===== src/rtl/vend_pkg.sv =====
// Shared coin encodings, coin values and FSM state encoding for the coin vendor.
package vend_pkg;

  typedef enum logic [1:0] {
    CoinNone    = 2'b00,
    CoinNickel  = 2'b01,
    CoinQuarter = 2'b10,
    CoinDime    = 2'b11
  } coin_e;

  localparam logic [2:0] NickelVal  = 3'd1;
  localparam logic [2:0] DimeVal    = 3'd2;
  localparam logic [2:0] QuarterVal = 3'd5;

  typedef enum logic [1:0] {
    StIdle   = 2'b00,
    StAccum  = 2'b01,
    StVend   = 2'b10,
    StChange = 2'b11
  } state_e;

  // Value of a coin in nickels.
  function automatic logic [2:0] coin_value(input coin_e c);
    logic [2:0] v;
    unique case (c)
      CoinNickel:  v = NickelVal;
      CoinDime:    v = DimeVal;
      CoinQuarter: v = QuarterVal;
      default:     v = 3'd0;
    endcase
    return v;
  endfunction

endpackage


===== src/rtl/coin_vend_fsm_if.sv =====
// Coin-in / vend-out bundle between the coin front end and the vending controller.
interface coin_vend_fsm_if #(
  parameter int unsigned CREDIT_W = 5
);
  logic [1:0]          coin;
  logic                cancel;
  logic                dispense;
  logic                change_n;
  logic [CREDIT_W-1:0] credit;
  logic                busy;

  modport master (
    output coin, cancel,
    input  dispense, change_n, credit, busy
  );

  modport slave (
    input  coin, cancel,
    output dispense, change_n, credit, busy
  );
endinterface


===== src/rtl/vend_change_ctr.sv =====
// Down-counter holding the number of nickels still to be returned.
module vend_change_ctr #(
  parameter int unsigned W = 6
) (
  input  logic         clock,
  input  logic         clear,
  input  logic         load,
  input  logic [W-1:0] load_val,
  input  logic         dec,
  output logic         zero,
  output logic         last
);
  logic [W-1:0] count_q;

  // Load has priority over decrement; never decrement below zero.
  always_ff @(posedge clock or posedge clear) begin
    if (clear) begin
      count_q <= '0;
    end else if (load) begin
      count_q <= load_val;
    end else if (dec && !zero) begin
      count_q <= count_q - W'(1);
    end
  end

  assign zero = (count_q == '0);
  assign last = (count_q == W'(1));
endmodule


===== src/rtl/coin_vend_fsm.sv =====
// Coin-operated vending controller: accumulates credit, vends, returns change in nickels.
module coin_vend_fsm
  import vend_pkg::*;
#(
  parameter int unsigned PRICE_N  = 3,
  parameter int unsigned CREDIT_W = 5
) (
  input  logic           clock,
  input  logic           clear,
  coin_vend_fsm_if.slave bus
);
  localparam int unsigned SumW = CREDIT_W + 1;

  state_e              state_q, state_d;
  logic [CREDIT_W-1:0] credit_q, credit_d;
  logic                dispense_q, dispense_d;
  logic                change_n_q, change_n_d;
  logic                busy_q, busy_d;

  logic [SumW-1:0] sum;
  logic            ctr_load, ctr_dec, ctr_zero, ctr_last;
  logic [SumW-1:0] ctr_load_val;

  // Widened so a quarter on top of near-price credit cannot wrap.
  assign sum = {1'b0, credit_q} + SumW'(coin_value(coin_e'(bus.coin)));

  vend_change_ctr #(
    .W(SumW)
  ) u_change_ctr (
    .clock    (clock),
    .clear    (clear),
    .load     (ctr_load),
    .load_val (ctr_load_val),
    .dec      (ctr_dec),
    .zero     (ctr_zero),
    .last     (ctr_last)
  );

  // State, credit and all outputs are registered together.
  always_ff @(posedge clock or posedge clear) begin
    if (clear) begin
      state_q    <= StIdle;
      credit_q   <= '0;
      dispense_q <= 1'b0;
      change_n_q <= 1'b0;
      busy_q     <= 1'b0;
    end else begin
      state_q    <= state_d;
      credit_q   <= credit_d;
      dispense_q <= dispense_d;
      change_n_q <= change_n_d;
      busy_q     <= busy_d;
    end
  end

  // Next-state, credit update and change-counter control.
  always_comb begin
    state_d      = state_q;
    credit_d     = credit_q;
    ctr_load     = 1'b0;
    ctr_load_val = sum;
    ctr_dec      = 1'b0;
    unique case (state_q)
      StIdle, StAccum: begin
        // Cancel beats vending; a zero sum means idle with no coin, where cancel is moot.
        if (bus.cancel && (sum != '0)) begin
          state_d      = StChange;
          credit_d     = '0;
          ctr_load     = 1'b1;
          ctr_load_val = sum;
        end else if (sum >= SumW'(PRICE_N)) begin
          state_d      = StVend;
          credit_d     = '0;
          ctr_load     = 1'b1;
          ctr_load_val = sum - SumW'(PRICE_N);
        end else if (sum != '0) begin
          state_d  = StAccum;
          credit_d = sum[CREDIT_W-1:0];
        end
      end
      StVend: begin
        state_d = ctr_zero ? StIdle : StChange;
      end
      StChange: begin
        ctr_dec = 1'b1;
        if (ctr_last) begin
          state_d = StIdle;
        end
      end
      default: state_d = StIdle;
    endcase
  end

  // Output decode from the next state so each output lands in a register.
  always_comb begin
    dispense_d = (state_d == StVend);
    change_n_d = (state_d == StChange);
    busy_d     = (state_d == StVend) || (state_d == StChange);
  end

  assign bus.dispense = dispense_q;
  assign bus.change_n = change_n_q;
  assign bus.credit   = credit_q;
  assign bus.busy     = busy_q;
endmodule


===== src/flat_wrapper.sv =====
// flat-port wrapper written by rule: the top's interface ports become plain ports
module coin_vend_fsm_flat import vend_pkg::*;
#(
  parameter int unsigned PRICE_N  = 3,
  parameter int unsigned CREDIT_W = 5
)
  (clock, clear, bus_coin, bus_cancel, bus_dispense, bus_change_n, bus_credit, bus_busy);
  coin_vend_fsm_if #(.CREDIT_W(CREDIT_W)) bus_i ();
  input  logic clock;
  input  logic clear;
  input wire logic [$bits(bus_i.coin)-1:0] bus_coin;
  input wire logic [$bits(bus_i.cancel)-1:0] bus_cancel;
  output wire logic [$bits(bus_i.dispense)-1:0] bus_dispense;
  output wire logic [$bits(bus_i.change_n)-1:0] bus_change_n;
  output wire logic [$bits(bus_i.credit)-1:0] bus_credit;
  output wire logic [$bits(bus_i.busy)-1:0] bus_busy;
  assign bus_i.coin = bus_coin;
  assign bus_i.cancel = bus_cancel;
  assign bus_dispense = bus_i.dispense;
  assign bus_change_n = bus_i.change_n;
  assign bus_credit = bus_i.credit;
  assign bus_busy = bus_i.busy;
  coin_vend_fsm #(.PRICE_N(PRICE_N), .CREDIT_W(CREDIT_W)) u_core (.clock(clock), .clear(clear), .bus(bus_i));
endmodule

===== config.mk =====
export PLATFORM = sky130hd
export DESIGN_NAME = coin_vend_fsm_flat
export DESIGN_NICKNAME = d
export VERILOG_FILES = /design/src/rtl/vend_pkg.sv /design/src/rtl/coin_vend_fsm_if.sv /design/src/rtl/vend_change_ctr.sv /design/src/rtl/coin_vend_fsm.sv /design/src/flat_wrapper.sv
export SDC_FILE = /design/constraint.sdc
export NUM_CORES = 1
export LEC_CHECK = 0
export CORE_MARGIN = 1
export CORE_UTILIZATION = 45
export CTS_BUF_LIST = sky130_fd_sc_hd__clkbuf_8
export DETAILED_ROUTE_END_ITERATION = 12
export PLACE_DENSITY = 0.66
export SLEW_MARGIN = 5
export SYNTH_ARGS = -nofsm -noshare
export SYNTH_HDL_FRONTEND = slang
export SYNTH_SLANG_ARGS = --single-unit

===== constraint.sdc =====
create_clock -name clock -period 3.7 [get_ports clock]
set_input_delay 0.37 -clock clock [delete_from_list [all_inputs] [get_ports clock]]
set_output_delay 0.37 -clock clock [all_outputs]
set_load 0.01 [all_outputs]

-- After elaboration in Yosys (flattened, before gate mapping)
Index checks and enable logic that the tools add are counted.
- add/sub/neg operators: 3
- magnitude comparators: 1
- eq/ne operators: 9
- muxes and demuxes: 19
- reduce and logical (&&, ||, !) cells: 11
- operators with widths (cell ; count):
    $mux W6 ; 5
    $mux W5 ; 3
    $eq A2 B2 Y1 const B ; 6
    $mux W2 ; 5
    $pmux W3 S3 ; 1
    $add A5 B3 Y6 ; 1
    $eq A6 B1 Y1 const B ; 1
    $ge A6 B2 Y1 const B ; 1
    $logic_not A6 Y1 ; 1
    $pmux W2 S3 ; 1
    $reduce_bool A6 Y1 ; 1
    $sub A6 B1 Y6 const B ; 1
    $sub A6 B2 Y6 const B ; 1
    $eq A2 B1 Y1 const B ; 2
    $mux W1 ; 4
    $reduce_bool A3 Y1 ; 1
    $logic_and A1 B1 Y1 ; 2
    $logic_not A2 Y1 ; 1
    $reduce_and A2 Y1 ; 1
    $reduce_bool A2 Y1 ; 1
    $reduce_or A2 Y1 ; 1
    $logic_not A1 Y1 ; 1
    $logic_or A1 B1 Y1 ; 1
- register bits: 16
- input port bits: 5
- output and inout bits: 8

-- Depth between registers and ports, before layout
Gate-level depths: netlist (run 1).
- word-level depth: 10
- mapped depth: 12

-- By module
A second synthesis (run 1) with hierarchy kept.
- cells, all modules: 145
- area, all modules: 1293.7 sq um
- by module, submodules not included (module ; instances ; cells each ; area an instance (sq um)):
    coin_vend_fsm ; 1 ; 95 ; 859.6
    vend_change_ctr ; 1 ; 50 ; 434.2

-- Worst setup path before layout (run 1)
Ideal clock, no wire load.
- path kind: input to register
- start point: in bus_coin[0]
- end point: reg u_core.u_change_ctr.count_q[0]
- library setup time: 116 ps
- arrival time: 2659 ps
- data required time: 3584 ps
- setup slack: 925 ps
- stages on the path: 11
- cell sequence: inv_1 > ha_1 > inv_1 > ha_1 > fa_1 > ha_1 > clkbuf_1 > nor2_1 > ha_1 > and2_0 > o311ai_0
- word-level cells in the longest chain between the ends: 8
- elaborated cells between the ends (all ways): 17
- those cells by class: add/sub (2); order compare (1); eq/ne (3); mux (8); reduce/logical (3)
- RTL lines (item ; RTL line ; RTL):
    start, declared ; flat_wrapper.sv:11 ; input wire logic [$bits(bus_i.coin)-1:0] bus_coin;
    $eq A2 B2 Y1 or $eq A2 B1 Y1 (tied branches) ; vend_pkg.sv:25 ; unique case (c)
    $pmux W3 S3 (*) ; vend_pkg.sv:25 ;
    $add A5 B3 Y6 (*) ; coin_vend_fsm.sv:25 ; assign sum = {1'b0, credit_q} + SumW'(coin_value(coin_e'(bus.coin)));
    $sub A6 B2 Y6 (tied with other cells) ; coin_vend_fsm.sv:75 ; ctr_load_val = sum - SumW'(PRICE_N);
    $mux W6 (tied with other cells) ; coin_vend_fsm.sv:71 ; end else if (sum >= SumW'(PRICE_N)) begin
    $mux W6 or $mux W1 (tied branches) ; coin_vend_fsm.sv:66 ; if (bus.cancel && (sum != '0)) begin
    $mux W6 or $mux W1 (tied branches) ; coin_vend_fsm.sv:63 ; unique case (state_q)
    $mux W6 or $reduce_bool A2 Y1 (tied branches) ; - ;
    end signal, assigned ; vend_change_ctr.sv:20 ; count_q <= load_val;
    end signal, assigned ; vend_change_ctr.sv:22 ; count_q <= count_q - W'(1);
    end, declared ; vend_change_ctr.sv:13 ; logic [W-1:0] count_q;
Every way passes the cells marked *; elsewhere a longest branch is shown, timed or not.
A chain may end at the register's enable or synchronous reset.

-- Worst setup path after layout (run 1)
Ends and elaborated chain as after synthesis.

==> metrics.txt, run 1 <==
outcome=completed; Multi-input gate area=714 um^2; crit-path cells=clkdlybuf4s50_1 -> inv_1 -> ha_1 -> inv_1 -> ha_1 -> fa_1 -> nor3_2 -> a32oi_4 -> nor2_1 -> ha_1 -> and2_0 -> o311ai_0; area grow syn2layout=17.8%; final setup fails=0; die area=0.00280 mm^2; Hold Vio Cnt, Final=0; Final Core Density=55.9%; initial antenna violation count=0; setup bufs post-CTS=0; Buffers on Ports=12; Least-Margin Pin Slew=0.623 ns; Yosys Warn Count=0; commonest cells after routing, fill and taps aside=16 x dfrtp_1, 12 x nand2_1, 12 x clkdlybuf4s50_1; clock skew=0.00216 ns; # fillers=209; largest net degree at the start of global routing=17; width of the die=52.9 um; CP Class=in2reg; gr usage total=20.9%; DIE HEIGHT=52.9 um; hold crit path type=in2async; Seq/Total Area, Yosys=34.4%; sequential cell area=400 um^2; Initial Util=47.5%; Mapped Cells=127; n_diodes=0; vias in the first global route=930; capturing point of the worst reg2reg path=u_core.u_change_ctr.count_q[0]; Synth Area per Inst=9.17 um^2; max-slew violations=0; EDFF count, synth=0; CP Capture Point=u_core.u_change_ctr.count_q[0]; Clock transition at path regs=0.06 ns; TNS Setup=0 ns; Top FF cell, synth=dfrtp_1; Core Region=0.00245 mm^2; Routed WL=2460 um; global route overflow=0; max frequency=311 MHz; commonest non-fill, non-tap cell in the layout=dfrtp_1; unrepaired setup endpoints after global routing=false; CP Buf/Inv Count=3; Syn Nets=143; Tmin final=3.21 ns; worst r2r src=u_core.bus.credit[0]; Largest stage delay, worst path=0.49 ns; CTS hold repair buffers=0; WP depth=12; root buf cell=clkbuf_8; critical path data arrival time=3.35 ns; max-cap violations=0; crit share post-route=86.8%; share of cells above drive strength 1=7.80%; most used cell, CP=ha_1; CP Launch Type=primary input; wire per inst=14.4 um; maximum vdd drop=0.000433 V; cell row count=18; delay-heaviest family, CP=adder cells; 1st-pass router iterations=4; Finished Layout Cells=171; first-pass GRT wire length=4140 um; Clock Latency Late Sink=0.25 ns; clock buffer count from CTS=3; post-CTS sizing=0; Placed Cells=167; Seq cells post-synth=16; Crit. End Element=flip-flop; Netlist cell types=45; vias per cell=5.66; Post-Syn Area=0.00116 mm^2; clock sinks=16; ANT nets after route=0; # DRC=0; placer congestion estimate=0.863; Detailed Place HPWL=1870 um; flop2flop setup slack=1.00 ns; Max-slew headroom=58.4%; P per Cell Area=711 mW/mm^2; CTS tree=done; Leak=0.601 nW; Top Ports=13; Slowest-stage cell, CP=clkdlybuf4s50_1; Initial DRC Count=16; CTS H-tree lvls=1; Hold Slack=0.492 ns; WP data required=3.83 ns; nets=158; maximum fanout along the worst path=7; Worst setup startpoint=bus_coin[0]; Reg2Reg Depth=8; via count=968; Bufs on Longest Clock Path=2; Async SR Flop Fraction=100%
-- flip-flops by register name, summed over array words and instances (netlist names) --
name	flops
u_core.bus.credit	5
u_core.bus.change_n	1
u_core.bus.dispense	1
u_core.state_q	2
u_core.bus.busy	1
u_core.u_change_ctr.count_q	6
-- cells by family after synthesis --
family,synth area share [%]
adders and majority gates,12.5
xor gates and xnor gates,3.76
DFF,34.4
AOI/OAI and AO/OA,25.2
buffers and inverters,4.30
and+or+nand+nor,19.9
-- Yosys cell counts, types with 2 or more instances --
cell      instances  share of area [%]
a21oi_1           7                3.0
o31ai_1           5                3.2
nand3_1           2               0.86
xor2_1            2                1.5
and2_1            3                1.6
nor3_1            3                1.3
nand2_1          12                3.9
nor3_2            2                1.7
nor2_1            6                1.9
a31oi_1           2                1.1
clkbuf_1          2               0.64
xnor2_1           3                2.3
inv_1            10                3.2
nor4_1            3                1.6
ha_1             10                 11
o21ai_0          10                4.3
a21o_1            2                1.3
dfrtp_1          16                 34
-- cell type report --
cell class	instances	area share (%)
clock buffers	4	4.01
inverters	10	2.73
multi-input cells	98	52.1
flip-flops and latches	16	29.2
well taps	30	2.73
repair buffers	13	9.30
-- metal layers --
layer	global-route usage (%)	share of wire, %	routed length [um]	vias up
li1	-	-	-	493
met1	27.2	49	1200	456
met2	33.5	47	1160	12
met3	2.59	1.5	38	7
met4	10.5	2.7	67	0
met5	0	0	0	-
-- metrics by stage --
stage	setup slack [ns]	total power, mW	area (um^2)
after detailed placement	0.265	0.818	1320
final	0.489	0.975	1370
after floorplan	0.925	0.675	1160
after CTS	0.515	0.981	1370
after global routing	0.336	1.07	1370
after global placement	0.351	0.809	1320
-- power breakdown --
| group | total, mW | switching [mW] | internal (mW) |
|---|---|---|---|
| registers | 0.297 | 0.0612 | 0.236 |
| clock network | 0.156 | 0.0614 | 0.0945 |
| logic | 0.522 | 0.291 | 0.231 |
| total | 0.975 | 0.414 | 0.561 |
-- worst min-delay path by stage --
stage	startpoint	endpoint	slack [ns]	cells after the start
after global placement	u_core.bus.credit[2]	u_core.bus.credit[2]	0.51	1
after detailed placement	u_core.bus.credit[2]	u_core.bus.credit[2]	0.52	1
final	clear	u_core.bus.dispense	0.49	2
after global routing	clear	u_core.bus.credit[2]	0.55	2
after CTS	clear	u_core.bus.credit[2]	0.51	2
after floorplan	clear	u_core.bus.busy	0.28	1
(Power assumes the default switching activity.)
==> inputs of run 2 (changes only) <==
--- a/config.mk
+++ b/config.mk
@@ -5,6 +5,7 @@
 export SDC_FILE = /design/constraint.sdc
 export NUM_CORES = 1
 export LEC_CHECK = 0
+export ABC_CLOCK_PERIOD_IN_PS = 3700
 export CORE_MARGIN = 1
 export CORE_UTILIZATION = 45
 export CTS_BUF_LIST = sky130_fd_sc_hd__clkbuf_8
==> results of run 2 <==
Final layout, timing and power as in run 1 (identical DEF).
